--- config.mk ---
export PLATFORM = sky130hd
export DESIGN_NAME = rgmii_rx
export DESIGN_NICKNAME = d
export VERILOG_FILES = /design/src/rtl/rgmii_rx.sv
export SDC_FILE = /design/constraint.sdc
export NUM_CORES = 1
export LEC_CHECK = 0
export ABC_AREA = 1
export BUFFER_PORTS_ARGS = -buffer_cell sky130_fd_sc_hd__clkbuf_2
export CORE_MARGIN = 2
export CORE_UTILIZATION = 25
export CTS_CLUSTER_DIAMETER = 40
export CTS_CLUSTER_SIZE = 25
export DETAILED_ROUTE_END_ITERATION = 10
export SLEW_MARGIN = 20
export SYNTH_ARGS = -nofsm -noshare
export SYNTH_HDL_FRONTEND = slang
export SYNTH_SLANG_ARGS = --single-unit
--- constraint.sdc ---
create_clock -name clk125 -period 6.5 [get_ports clk125]
set_input_delay 0.65 -clock clk125 [delete_from_list [all_inputs] [get_ports clk125]]
set_output_delay 0.65 -clock clk125 [all_outputs]
set_load 0.02 [all_outputs]
--- src/rtl/rgmii_rx.sv ---
// rgmii_rx: RGMII receiver for the 125 MHz board link.
// Deserialises DDR nibbles, validates preamble/SFD/destination MAC/ethertype/FCS,
// writes the fixed-size payload into the inactive bank of a ping-pong sample RAM,
// and commits bank index + sequence number only for frames passing every check.
// Optional feature macro: RX_STATS_EN (good/dropped frame counters).
module rgmii_rx #(
  parameter logic [47:0] MAC_ADDR    = 48'h0088_dab8_bf08,
  parameter logic [15:0] ETHERTYPE   = 16'h1919,
  parameter int unsigned PAYLOAD_LEN = 1024,
  parameter int unsigned AW          = 10
) (
  input  logic          clk125,
  input  logic          rst,
  input  logic          rxctl,
  input  logic [3:0]    rxd,
  output logic [AW:0]   rxad,
  output logic [7:0]    rxdata,
  output logic          rxwe,
  output logic          idx,
  output logic [15:0]   seq,
  output logic          frame_ok,
  output logic          frame_err,
  output logic [15:0]   good_cnt,
  output logic [15:0]   err_cnt
);

  localparam logic [31:0] CRC_POLY    = 32'hEDB8_8320;
  localparam logic [31:0] CRC_RESIDUE = 32'hDEBB_20E3;

  typedef enum logic [2:0] {
    S_IDLE,
    S_PRE,
    S_HDR,
    S_PAY,
    S_FCS,
    S_DROP
  } state_t;

  state_t        state, state_n;
  logic [AW-1:0] cnt, cnt_n;
  logic [31:0]   crc, crc_n;
  logic [15:0]   shadow, shadow_n;
  logic [3:0]    lo;
  logic [7:0]    rbyte;
  logic [7:0]    mac_byte;
  logic          wbank;
  logic          tail, tail_n;
  logic          ok_n, err_n, we_n, hdr_bad;

  // Reflected CRC-32 over one byte, LSB first
  function automatic logic [31:0] crc_byte(input logic [31:0] c, input logic [7:0] d);
    logic [31:0] r;
    logic [7:0]  b;
    r = c;
    b = d;
    for (int unsigned i = 0; i < 8; i++) begin
      if (r[0] ^ b[0]) r = (r >> 1) ^ CRC_POLY;
      else             r = r >> 1;
      b = b >> 1;
    end
    return r;
  endfunction

  // Low nibble is presented while clk125 is high; capture it on the falling edge
  always_ff @(negedge clk125 or posedge rst) begin
    if (rst) lo <= '0;
    else     lo <= rxd;
  end

  assign rbyte    = {rxd, lo};
  assign mac_byte = 8'(MAC_ADDR >> {cnt[2:0], 3'b000});

  // State register
  always_ff @(posedge clk125 or posedge rst) begin
    if (rst) state <= S_IDLE;
    else     state <= state_n;
  end

  // Next-state, per-byte datapath updates and event pulses
  always_comb begin
    state_n  = state;
    cnt_n    = cnt;
    crc_n    = crc;
    shadow_n = shadow;
    tail_n   = 1'b0;
    ok_n     = 1'b0;
    err_n    = 1'b0;
    we_n     = 1'b0;
    hdr_bad  = 1'b0;
    case (state)
      S_IDLE: begin
        crc_n = '1;
        if (rxctl) begin
          // tail: rxctl still high right after the last FCS byte, so the
          // trailing bytes are swallowed silently rather than parsed
          if (tail) state_n = S_DROP;
          else if (rbyte == 8'h55) begin
            state_n = S_PRE;
            cnt_n   = AW'(1);
          end
        end
      end
      S_PRE: begin
        if (!rxctl) begin
          err_n   = 1'b1;
          state_n = S_IDLE;
        end else if (rbyte == 8'h55 && cnt < AW'(7)) begin
          cnt_n = cnt + 1'b1;
        end else if (rbyte == 8'hD5) begin
          state_n = S_HDR;
          cnt_n   = '0;
          crc_n   = '1;
        end else begin
          err_n   = 1'b1;
          state_n = S_DROP;
        end
      end
      S_HDR: begin
        if (!rxctl) begin
          err_n   = 1'b1;
          state_n = S_IDLE;
        end else begin
          crc_n = crc_byte(crc, rbyte);
          cnt_n = cnt + 1'b1;
          if (cnt < AW'(6))        hdr_bad = (rbyte != mac_byte);
          else if (cnt == AW'(12)) hdr_bad = (rbyte != ETHERTYPE[15:8]);
          else if (cnt == AW'(13)) hdr_bad = (rbyte != ETHERTYPE[7:0]);
          else if (cnt == AW'(14)) shadow_n[7:0]  = rbyte;
          else if (cnt == AW'(15)) shadow_n[15:8] = rbyte;
          if (hdr_bad) begin
            err_n   = 1'b1;
            state_n = S_DROP;
          end else if (cnt == AW'(15)) begin
            state_n = S_PAY;
            cnt_n   = '0;
          end
        end
      end
      S_PAY: begin
        if (!rxctl) begin
          err_n   = 1'b1;
          state_n = S_IDLE;
        end else begin
          crc_n = crc_byte(crc, rbyte);
          we_n  = 1'b1;
          cnt_n = cnt + 1'b1;
          if (cnt == AW'(PAYLOAD_LEN - 1)) begin
            state_n = S_FCS;
            cnt_n   = '0;
          end
        end
      end
      S_FCS: begin
        if (!rxctl) begin
          err_n   = 1'b1;
          state_n = S_IDLE;
        end else begin
          crc_n = crc_byte(crc, rbyte);
          cnt_n = cnt + 1'b1;
          if (cnt == AW'(3)) begin
            state_n = S_IDLE;
            tail_n  = 1'b1;
            if (crc_n == CRC_RESIDUE) ok_n  = 1'b1;
            else                      err_n = 1'b1;
          end
        end
      end
      S_DROP: begin
        if (!rxctl) state_n = S_IDLE;
      end
      default: state_n = S_IDLE;
    endcase
  end

  // Datapath registers, RAM write port and commit of bank/sequence
  always_ff @(posedge clk125 or posedge rst) begin
    if (rst) begin
      cnt       <= '0;
      crc       <= '1;
      shadow    <= '0;
      tail      <= 1'b0;
      wbank     <= 1'b1;
      idx       <= 1'b0;
      seq       <= '0;
      frame_ok  <= 1'b0;
      frame_err <= 1'b0;
      rxwe      <= 1'b0;
      rxad      <= '0;
      rxdata    <= '0;
    end else begin
      cnt       <= cnt_n;
      crc       <= crc_n;
      shadow    <= shadow_n;
      tail      <= tail_n;
      frame_ok  <= ok_n;
      frame_err <= err_n;
      rxwe      <= we_n;
      if (we_n) begin
        rxad   <= {wbank, cnt};
        rxdata <= rbyte;
      end
      if (ok_n) begin
        idx   <= wbank;
        wbank <= ~wbank;
        seq   <= shadow;
      end
    end
  end

`ifdef RX_STATS_EN
  // Saturating good/dropped frame counters
  always_ff @(posedge clk125 or posedge rst) begin
    if (rst) begin
      good_cnt <= '0;
      err_cnt  <= '0;
    end else begin
      if (frame_ok && good_cnt != '1) good_cnt <= good_cnt + 1'b1;
      if (frame_err && err_cnt != '1) err_cnt  <= err_cnt + 1'b1;
    end
  end
`else
  assign good_cnt = '0;
  assign err_cnt  = '0;
`endif

endmodule

==> flow_summary.yaml, run 1 <==
status:
  status: "finished, final reports clean"
pwr:
  netSwitchingFraction_pct: 45.88
  power.share.sequential_pct: 33.7
  leakage_uw: 0.003703
  power_switching_uw: 1212
  peakVddDrop_uv: 150.3
  p_clk_share_pct: 20.0
  power.internal_uw: 1429
  power_density_mw_per_mm2: 374.7
  power_uw: 2641
  power_frac_comb_pct: 46.3
place:
  placed_cell_area_mm2: 0.006770
  post-dp-hpwl_um: 12390
  numPortBuffers: 45
  gp_congestion: 0.9349
  place_ws_ns: 0.5747
floorplan:
  die_area_mm2: 0.02653
  start_util_pct: 25.28
  die_h_um: 162.9
  io_pins: 78
  core_area_mm2: 0.02496
  row_count: 58
  die_w_um: 162.9
clock_tree:
  post_cts_buffers: 0
  ctsResizeCount: 0
  cts_sinks: 106
  clk_path_buf_depth: 2
  cts_hold_buf: 0
  htreeDepth: 3
  cts_root_buf: "clkbuf_16"
  cts_buffers: 9
  clock_latency_ns: 0.36
  cts_tree: "done"
  clkSlewWorstSetupHoldPaths_ns: 0.07
finish:
  seqCellArea_mm2: 0.002694
  n_antenna_cell: 0
  area_growth_pct: 11.70
  nNetsFinal: 925
  multi_input_area_mm2: 0.003018
  n_fill_cell: 2717
  drive_gt1_share_pct: 15.92
  utilization_pct: 28.23
  final_cell_area_mm2: 0.007048
logic_synthesis:
  ys_seq_area_share_pct: 42.69
  synth_edf_count: 0
  async_flop_share_pct: 100.0
  synth.most_common_cell: "nand2_1"
  syn_area_per_cell_um2: 7.261
  ys_top_cells_by_count: "nand2_1 (340), inv_1 (89), dfrtp_1 (69), nand3_1 (55), o21ai_0 (55)"
  synth_cells: 869
  yosysTopAreaCellShare_pct: 27.36
  yosysUniqueCellTypes: 40
  synthTopCellsByArea: "dfrtp_1 (27%), nand2_1 (20%), dfstp_2 (14%)"
  ys_dominant_reg_cell: "dfrtp_1"
  synth_area_mm2: 0.006310
  yosysTopAreaCell: "dfrtp_1"
  synth_seq_cells: 106
  yosys_warnings: 0
detailed_routing:
  ant_nets: 0
  vias: 5567
  wirelength_um: 16770
  drc: 0
  post_drt_wl_per_cell_um: 13.45
  drtIter0Drc: 480
  viasPerCell: 4.464
  firstDrtPassIters: 5
critical_path:
  critPathArrivalTime_ns: 6.21
  worstSetupStartpointType: "flop"
  worst_setup_path_end_kind: "flop"
  worstPathRequired_ns: 6.80
  path_class: "reg -> reg"
  cp_max_fo: 19
sta:
  worstMarginPinSlew_ns: 0.9733
  hold_viol: 0
  fin_skew_ns: 0.007192
  slew_headroom_pct: 35.04
  rsz0062_at_grt: "no"
  fin_tns_setup_ns: 0
  fin_ws_ns: 0.5906
  maxSlewViolCount: 0
  setup_viol: 0
global_routing:
  grt_pass1_vias: 5203
  antenna_found_initial: 0
  grt_pass1_wl_um: 27720
  overflow: 0
  grt_max_degree: 70
  grt.total_usage_pct: 13.19
worst_hold_path:
  hold_class: "in -> async"
run:
  max-cap-violations: 0
-- layout make-up --
type                    count  share of cell area [%]
multi-input cells         644                   42.82
flip-flops and latches    106                   38.22
well taps                 330                   5.858
inverters                 103                   5.645
repair buffers             48                   3.515
clock buffers               9                   3.195
clock inverters             7                  0.7456
-- worst max-delay path, cell delays in order, from the launching register on --
cell and delay, ns:
dfrtn_1 0.39, inv_2 0.14, nand2_1 0.08, nand2_2 0.24, nand2_2 0.14, nand2_4 0.13, nand2_1 0.09, nand2_1 0.13
inv_1 0.05, nand2_1 0.07, nand3_1 0.07, nor2_1 0.19, nand2_1 0.12, nor2_4 0.14, nand3_4 0.22, inv_4 0.24
nand2_1 0.09, nand2_1 0.06
-- metal layers --
layer | up-vias | routed length [um] | GRT usage [%]
li1 | 2764 | - | -
met3 | 23 | 871 | 2.139
met2 | 173 | 7757 | 20.76
met1 | 2607 | 7718 | 17.93
met4 | 0 | 419 | 5.551
met5 | - | 0 | 0
-- power groups by stage --
stage | Clock [uW] | Sequential (uW) | Combinational, uW
6_report | 529 | 889 | 1220
5_1_grt | 568 | 905 | 1380
4_1_cts | 547 | 887 | 1210
3_5_place_dp | 0 | 899 | 1200
3_3_place_gp | 0 | 899 | 1200
2_1_floorplan | 0 | 886 | 920
-- stage by stage --
| stage | hold slack [ns] | cells |
|---|---|---|
| floorplan | 0.4422 | 900 |
| global placement | 0.4496 | 1231 |
| detailed placement | 0.4501 | 1231 |
| CTS | 0.4655 | 1247 |
| global route | 0.4980 | 1247 |
| finish | 0.4474 | 1247 |
-- worst paths after layout --
path	from	end	slack [ns]	cells past startpoint
worst min-delay path	rst	rxad[7]	0.45	2
worst min register to register	shadow[0]	seq[0]	0.47	2
worst max register to register	lo[3]	seq[2]	0.59	17
min in group clk125	shadow[0]	seq[0]	0.47	2
worst max-delay path	lo[3]	seq[2]	0.59	17
max in group asynchronous	rst	lo[1]	2.40	2
-- kinds of logic (layout without fill, tap and decap cells) --
| logic type | after synthesis | count (layout) | synth area share, % |
|---|---|---|---|
| AO/OA/AOI/OAI | 100 | 100 | 8.824 |
| AND/OR/NAND/NOR | 488 | 488 | 33.29 |
| other | 1 | 32 | 0.05943 |
| adder cells (fa/ha/maj) | 6 | 6 | 1.190 |
| buffers and inverters | 150 | 167 | 11.32 |
| XOR/XNOR | 18 | 18 | 2.618 |
| flip-flops | 106 | 106 | 42.69 |
-- registers in the layout, summed over array words and instances (netlist names) --
| name | count |
|---|---|
| cnt | 10 |
| crc | 32 |
| frame_err | 1 |
| frame_ok | 1 |
| idx | 1 |
| lo | 4 |
| rxad | 11 |
| rxdata | 8 |
| rxwe | 1 |
| seq | 16 |
| shadow | 16 |
| state | 3 |
| tail | 1 |
| wbank | 1 |
-- cell usage in the layout (no fill, tap or decap), types with 2 or more instances in the layout --
cell type	count
inv_4	3
xor2_1	15
nor3_1	10
nand2_2	20
xnor2_1	2
clkinv_4	2
nand2_4	8
a22oi_1	11
nor2_1	34
clkbuf_2	45
nand4_1	8
o21ai_0	55
inv_1	88
o22ai_1	8
inv_2	10
ha_1	6
nand3_1	55
dfrtp_1	69
conb_1	32
clkbuf_16	9
nor2_4	2
clkinv_2	3
nand2_1	340
nor4_1	6
dfrtn_1	4
o211ai_1	2
o21ai_1	3
a21oi_1	17
dfstp_2	33
buf_4	3
Note: power is estimated with default switching activity, not from simulation.
==> inputs of run 2 (changes only) <==
Settings changed: CORE_ASPECT_RATIO set to 0.8.
==> flow_summary.yaml, run 2 (synthesis results as in run 1) <==
critical_path:
  worstPathCellList: "inv_2 -> nand2_1 -> nand2_2 -> nand2_1 -> nand2_4 -> inv_4 -> ha_1 -> nand2_1 -> nor2_1 -> nand3_1 -> nor2_1 -> nand2_1 -> nor2_4 -> nand3_4 -> inv_4 -> nand2_1 -> nand2_1"
  endpoint: "seq[10]"
  timing.critical_path.from: "lo[1]"
  critPathArrivalTime_ns: 6.27
  path_class: "reg -> reg"
  cp_max_fo: 19
  slowest_stage: "dfrtn_1"
  critPathMaxStageDelay_ns: 0.47
  reg2reg_from: "lo[1]"
  rr_endpoint: "seq[10]"
  reg2reg_slack_ns: 0.53
  worst_setup_path_end_kind: "flop"
  rr_worst_depth: 17
  worstSetupStartpointType: "flop"
  worstPathRequired_ns: 6.80
  cp_common_cell: "nand2_1"
floorplan:
  die_area_mm2: 0.02653
  start_util_pct: 25.68
  row_count: 51
  die_w_um: 181.6
  core_area_mm2: 0.02457
  io_pins: 78
  die_h_um: 146.1
clock_tree:
  htreeDepth: 3
  clkSlewWorstSetupHoldPaths_ns: 0.08
  cts_tree: "done"
  ctsResizeCount: 0
  clock_latency_ns: 0.37
  cts_sinks: 106
  clk_path_buf_depth: 2
  cts_hold_buf: 0
  post_cts_buffers: 0
  cts_root_buf: "clkbuf_16"
  cts_buffers: 9
detailed_routing:
  drc: 0
  vias: 5504
  viasPerCell: 4.457
  ant_nets: 0
  drtIter0Drc: 520
  firstDrtPassIters: 5
  post_drt_wl_per_cell_um: 14.08
  wirelength_um: 17380
pwr:
  leakage_uw: 0.003712
  power_switching_uw: 1256
  p_clk_share_pct: 20.8
  power_density_mw_per_mm2: 381.7
  peakVddDrop_uv: 153.7
  power.share.sequential_pct: 33.3
  power.internal_uw: 1442
  power_frac_comb_pct: 45.9
  netSwitchingFraction_pct: 46.55
global_routing:
  overflow: 0
  grt_pass1_wl_um: 27840
  grt.total_usage_pct: 13.38
  antenna_found_initial: 0
  grt_max_degree: 80
  grt_pass1_vias: 4919
finish:
  utilization_pct: 28.77
  drive_gt1_share_pct: 15.92
  top_regs: "crc: 32 flops, seq: 16 flops, shadow: 16 flops"
  n_antenna_cell: 0
  largest_register_ff_count: 32
  nNetsFinal: 925
  layout_commonest_cell: "nand2_1"
  area_growth_pct: 12.02
  top_register: "crc"
  final_cell_mix: "nand2_1 (340), inv_1 (88), dfrtp_1 (69)"
  n_fill_cell: 2634
place:
  numPortBuffers: 45
  gp_congestion: 0.9255
  post-dp-hpwl_um: 12960
sta:
  rsz0062_at_grt: "no"
  hold_slack_ns: 0.3492
  worstMarginPinSlew_ns: 0.9506
  slew_headroom_pct: 36.56
  fin_skew_ns: 0.01117
  hold_viol: 0
  fin_tns_setup_ns: 0
  setup_viol: 0
  maxSlewViolCount: 0
worst_hold_path:
  hold_class: "in -> async"
run:
  max-cap-violations: 0
status:
  status: "finished, final reports clean"
run 2: cell count changes in the layout (fill, tap and decap cells not counted):
cell      delta
inv_6        +1
buf_4        -1
inv_8        -1
buf_6        +1
clkinv_8     +3
clkinv_2     -3
run 2: worst min-delay path by stage:
stage	from	to	depth (start not counted)
2_1_floorplan	shadow[0]	seq[0]	2
3_3_place_gp	shadow[4]	seq[4]	2
3_5_place_dp	seq[6]	seq[6]	2
4_1_cts	rst	state[1]	2
5_1_grt	rst	state[1]	2
6_report	rst	state[1]	2
run 2: area by class of cell:
type | count | area, um^2 | area share (%)
clock buffers | 9 | 225.2 | 3.186
clock inverters | 7 | 83.83 | 1.186
inverters | 103 | 397.9 | 5.629
multi-input cells | 644 | 3018 | 42.70
flip-flops and latches | 106 | 2694 | 38.11
well taps | 318 | 397.9 | 5.629
repair buffers | 48 | 251.5 | 3.558
run 2: power groups by stage:
stage | Combinational (uW) | Sequential [uW] | Clock [uW]
2_1_floorplan | 920 | 886 | 0
3_3_place_gp | 1220 | 907 | 0
3_5_place_dp | 1220 | 904 | 0
4_1_cts | 1220 | 895 | 577
5_1_grt | 1390 | 911 | 602
6_report | 1240 | 898 | 560
run 2: routing by layer:
| layer | vias up | track usage (%) | routed length, um |
|---|---|---|---|
| met5 | - | 0 | 0 |
| met4 | 0 | 3.862 | 326 |
| met3 | 21 | 2.719 | 1136 |
| met2 | 177 | 18.35 | 7011 |
| met1 | 2529 | 20.80 | 8909 |
| li1 | 2777 | - | - |
run 2: through the flow:
| stage | power, uW | instance area [um^2] | cells | setup slack, ns |
|---|---|---|---|---|
| after CTS | 2695 | 7064 | 1235 | 0.5522 |
| final | 2698 | 7068 | 1235 | 0.5311 |
| after global placement | 2128 | 6755 | 1219 | 0.5447 |
| after floorplan | 1807 | 6430 | 900 | 1.144 |
| after detailed placement | 2121 | 6755 | 1219 | 0.5645 |
| after global routing | 2901 | 7068 | 1235 | 0.2375 |
run 2: critical path, delay by kind of cell (launching register included):
| family | cells | cell delay (ns) |
|---|---|---|
| adders and majority gates | 1 | 0.18 |
| buffers and inverters | 3 | 0.49 |
| DFF | 1 | 0.47 |
| and+or+nand+nor | 13 | 1.49 |
==> inputs of run 3 (changes only) <==
Settings changed: CORE_UTILIZATION 25 to 54, PLACE_DENSITY set to 0.75.
Clock period 6.5 ns to 7.2 ns, I/O delays scaled along.
==> flow_summary.yaml, run 3 (synthesis results as in run 1) <==
clock_tree:
  cts_tree: "done"
  cts_buffers: 9
  htreeDepth: 3
  cts_root_buf: "clkbuf_16"
  ctsResizeCount: 0
  post_cts_buffers: 0
  clk_path_buf_depth: 2
  cts_hold_buf: 0
  clkSlewWorstSetupHoldPaths_ns: 0.08
  cts_sinks: 106
  clock_latency_ns: 0.35
critical_path:
  critPathMaxStageDelay_ns: 0.40
  slowest_stage: "dfrtn_1"
  endpoint: "seq[3]"
  timing.critical_path.from: "lo[0]"
  worstPathRequired_ns: 7.49
  cp_common_cell: "nand2_1"
  path_class: "reg -> reg"
  worstPathCellList: "inv_2 -> nand2_1 -> nand2_4 -> nand2_4 -> nand2_4 -> nand2_1 -> nand2_1 -> nand2_1 -> nand2_1 -> nand3_1 -> nor2_1 -> nand2_1 -> nor2_4 -> nand3_4 -> inv_4 -> nand2_1 -> nand2_1"
  crit_buf_inv: 2
  worst-path-stages: 17
  reg2reg_from: "lo[0]"
  rr_endpoint: "seq[3]"
  path_delay_family: "simple AND/OR/NAND/NOR gates"
  reg2reg_slack_ns: 0.93
  rr_worst_depth: 17
  critPathArrivalTime_ns: 6.56
  worst_setup_path_end_kind: "flop"
  worstSetupStartpointType: "flop"
  cp_max_fo: 19
detailed_routing:
  post_drt_wl_per_cell_um: 14.54
  ant_nets: 0
  viasPerCell: 5.274
  firstDrtPassIters: 5
  drtIter0Drc: 594
  drc: 0
  wirelength_um: 15480
  vias: 5612
run:
  max-cap-violations: 0
finish:
  top_regs: "crc: 32 flops, seq: 16 flops, shadow: 16 flops"
  largest_register_ff_count: 32
  final_cell_mix: "nand2_1 (340), inv_1 (88), dfrtp_1 (69)"
  top_register: "crc"
  final_cell_area_mm2: 0.006867
  drive_gt1_share_pct: 15.83
  n_antenna_cell: 0
  nNetsFinal: 924
  layout_commonest_cell: "nand2_1"
  area_growth_pct: 8.824
sta:
  hold_slack_ns: 0.4133
  maxSlewViolCount: 0
  slew_headroom_pct: 37.24
  fin_tns_setup_ns: 0
  worstMarginPinSlew_ns: 0.9403
  hold_viol: 0
  rsz0062_at_grt: "no"
  fin_skew_ns: 0.006880
  setup_viol: 0
pwr:
  power_switching_uw: 1115
  power.internal_uw: 1332
  power_frac_comb_pct: 45.2
  leakage_uw: 0.003722
  power_uw: 2447
  p_clk_share_pct: 21.9
  peakVddDrop_uv: 178.6
  power_density_mw_per_mm2: 356.3
  power.share.sequential_pct: 33.0
  netSwitchingFraction_pct: 45.58
global_routing:
  grt_max_degree: 64
  grt_pass1_vias: 5135
  antenna_found_initial: 1
  overflow: 0
  grt.total_usage_pct: 26.05
  grt_pass1_wl_um: 26060
place:
  gp_congestion: 1.027
  placed_cell_area_mm2: 0.006534
  numPortBuffers: 45
  post-dp-hpwl_um: 11380
floorplan:
  die_h_um: 100.7
  die_w_um: 124.9
  io_pins: 78
  start_util_pct: 54.99
  core_area_mm2: 0.01147
  die_area_mm2: 0.01257
  row_count: 35
worst_hold_path:
  hold_class: "in -> async"
status:
  status: "finished, final reports clean"
[run 3: cell type report]
| class | count | area [um^2] |
|---|---|---|
| timing repair buffer | 47 | 240.2 |
| fill | 1038 | 4607 |
| inverter | 103 | 396.6 |
| multi-input combinational | 644 | 3018 |
| clock inverter | 7 | 107.6 |
| tap | 148 | 185.2 |
| clock buffer | 9 | 225.2 |
| sequential | 106 | 2694 |
[run 3: per-layer routing]
layer	global-route usage, %	routed length (um)	vias to the layer above
met3	4.671	1569	22
met4	6.325	214	0
li1	-	-	2786
met2	38.08	6317	271
met5	0	0	-
met1	40.23	7374	2533
[run 3: how the worst min path moves through the flow]
stage          endpoint  slack (ns)  cells after the start
2_1_floorplan    seq[0]        0.44                      2
3_3_place_gp     seq[6]        0.45                      2
3_5_place_dp     seq[6]        0.45                      2
4_1_cts          cnt[0]        0.43                      2
5_1_grt          cnt[5]        0.46                      2
6_report           tail        0.41                      2
[run 3: worst register-to-register path: stages (launching register included)]
cell	delay, ns
dfrtn_1	0.40
inv_2	0.14
nand2_1	0.10
nand2_4	0.14
nand2_4	0.09
nand2_4	0.20
nand2_1	0.10
nand2_1	0.13
nand2_1	0.08
nand2_1	0.12
nand3_1	0.12
nor2_1	0.14
nand2_1	0.11
nor2_4	0.13
nand3_4	0.21
inv_4	0.24
nand2_1	0.09
nand2_1	0.07
[run 3: power by group through the flow]
stage	registers, uW	clock network, uW	logic (uW)
4_1_cts	805	546	1070
5_1_grt	820	569	1230
3_3_place_gp	813	0	1070
6_report	806	535	1110
3_5_place_dp	814	0	1070
2_1_floorplan	800	0	831
[run 3: stage by stage]
step           std cells  setup slack (ns)  utilization, %
6_report            1064            0.9326           59.85
5_1_grt             1064            0.5812           59.85
4_1_cts             1064            0.9655           59.85
3_5_place_dp        1048            0.9817           56.95
3_3_place_gp        1048             1.033           56.95
2_1_floorplan        900            0.2764               -
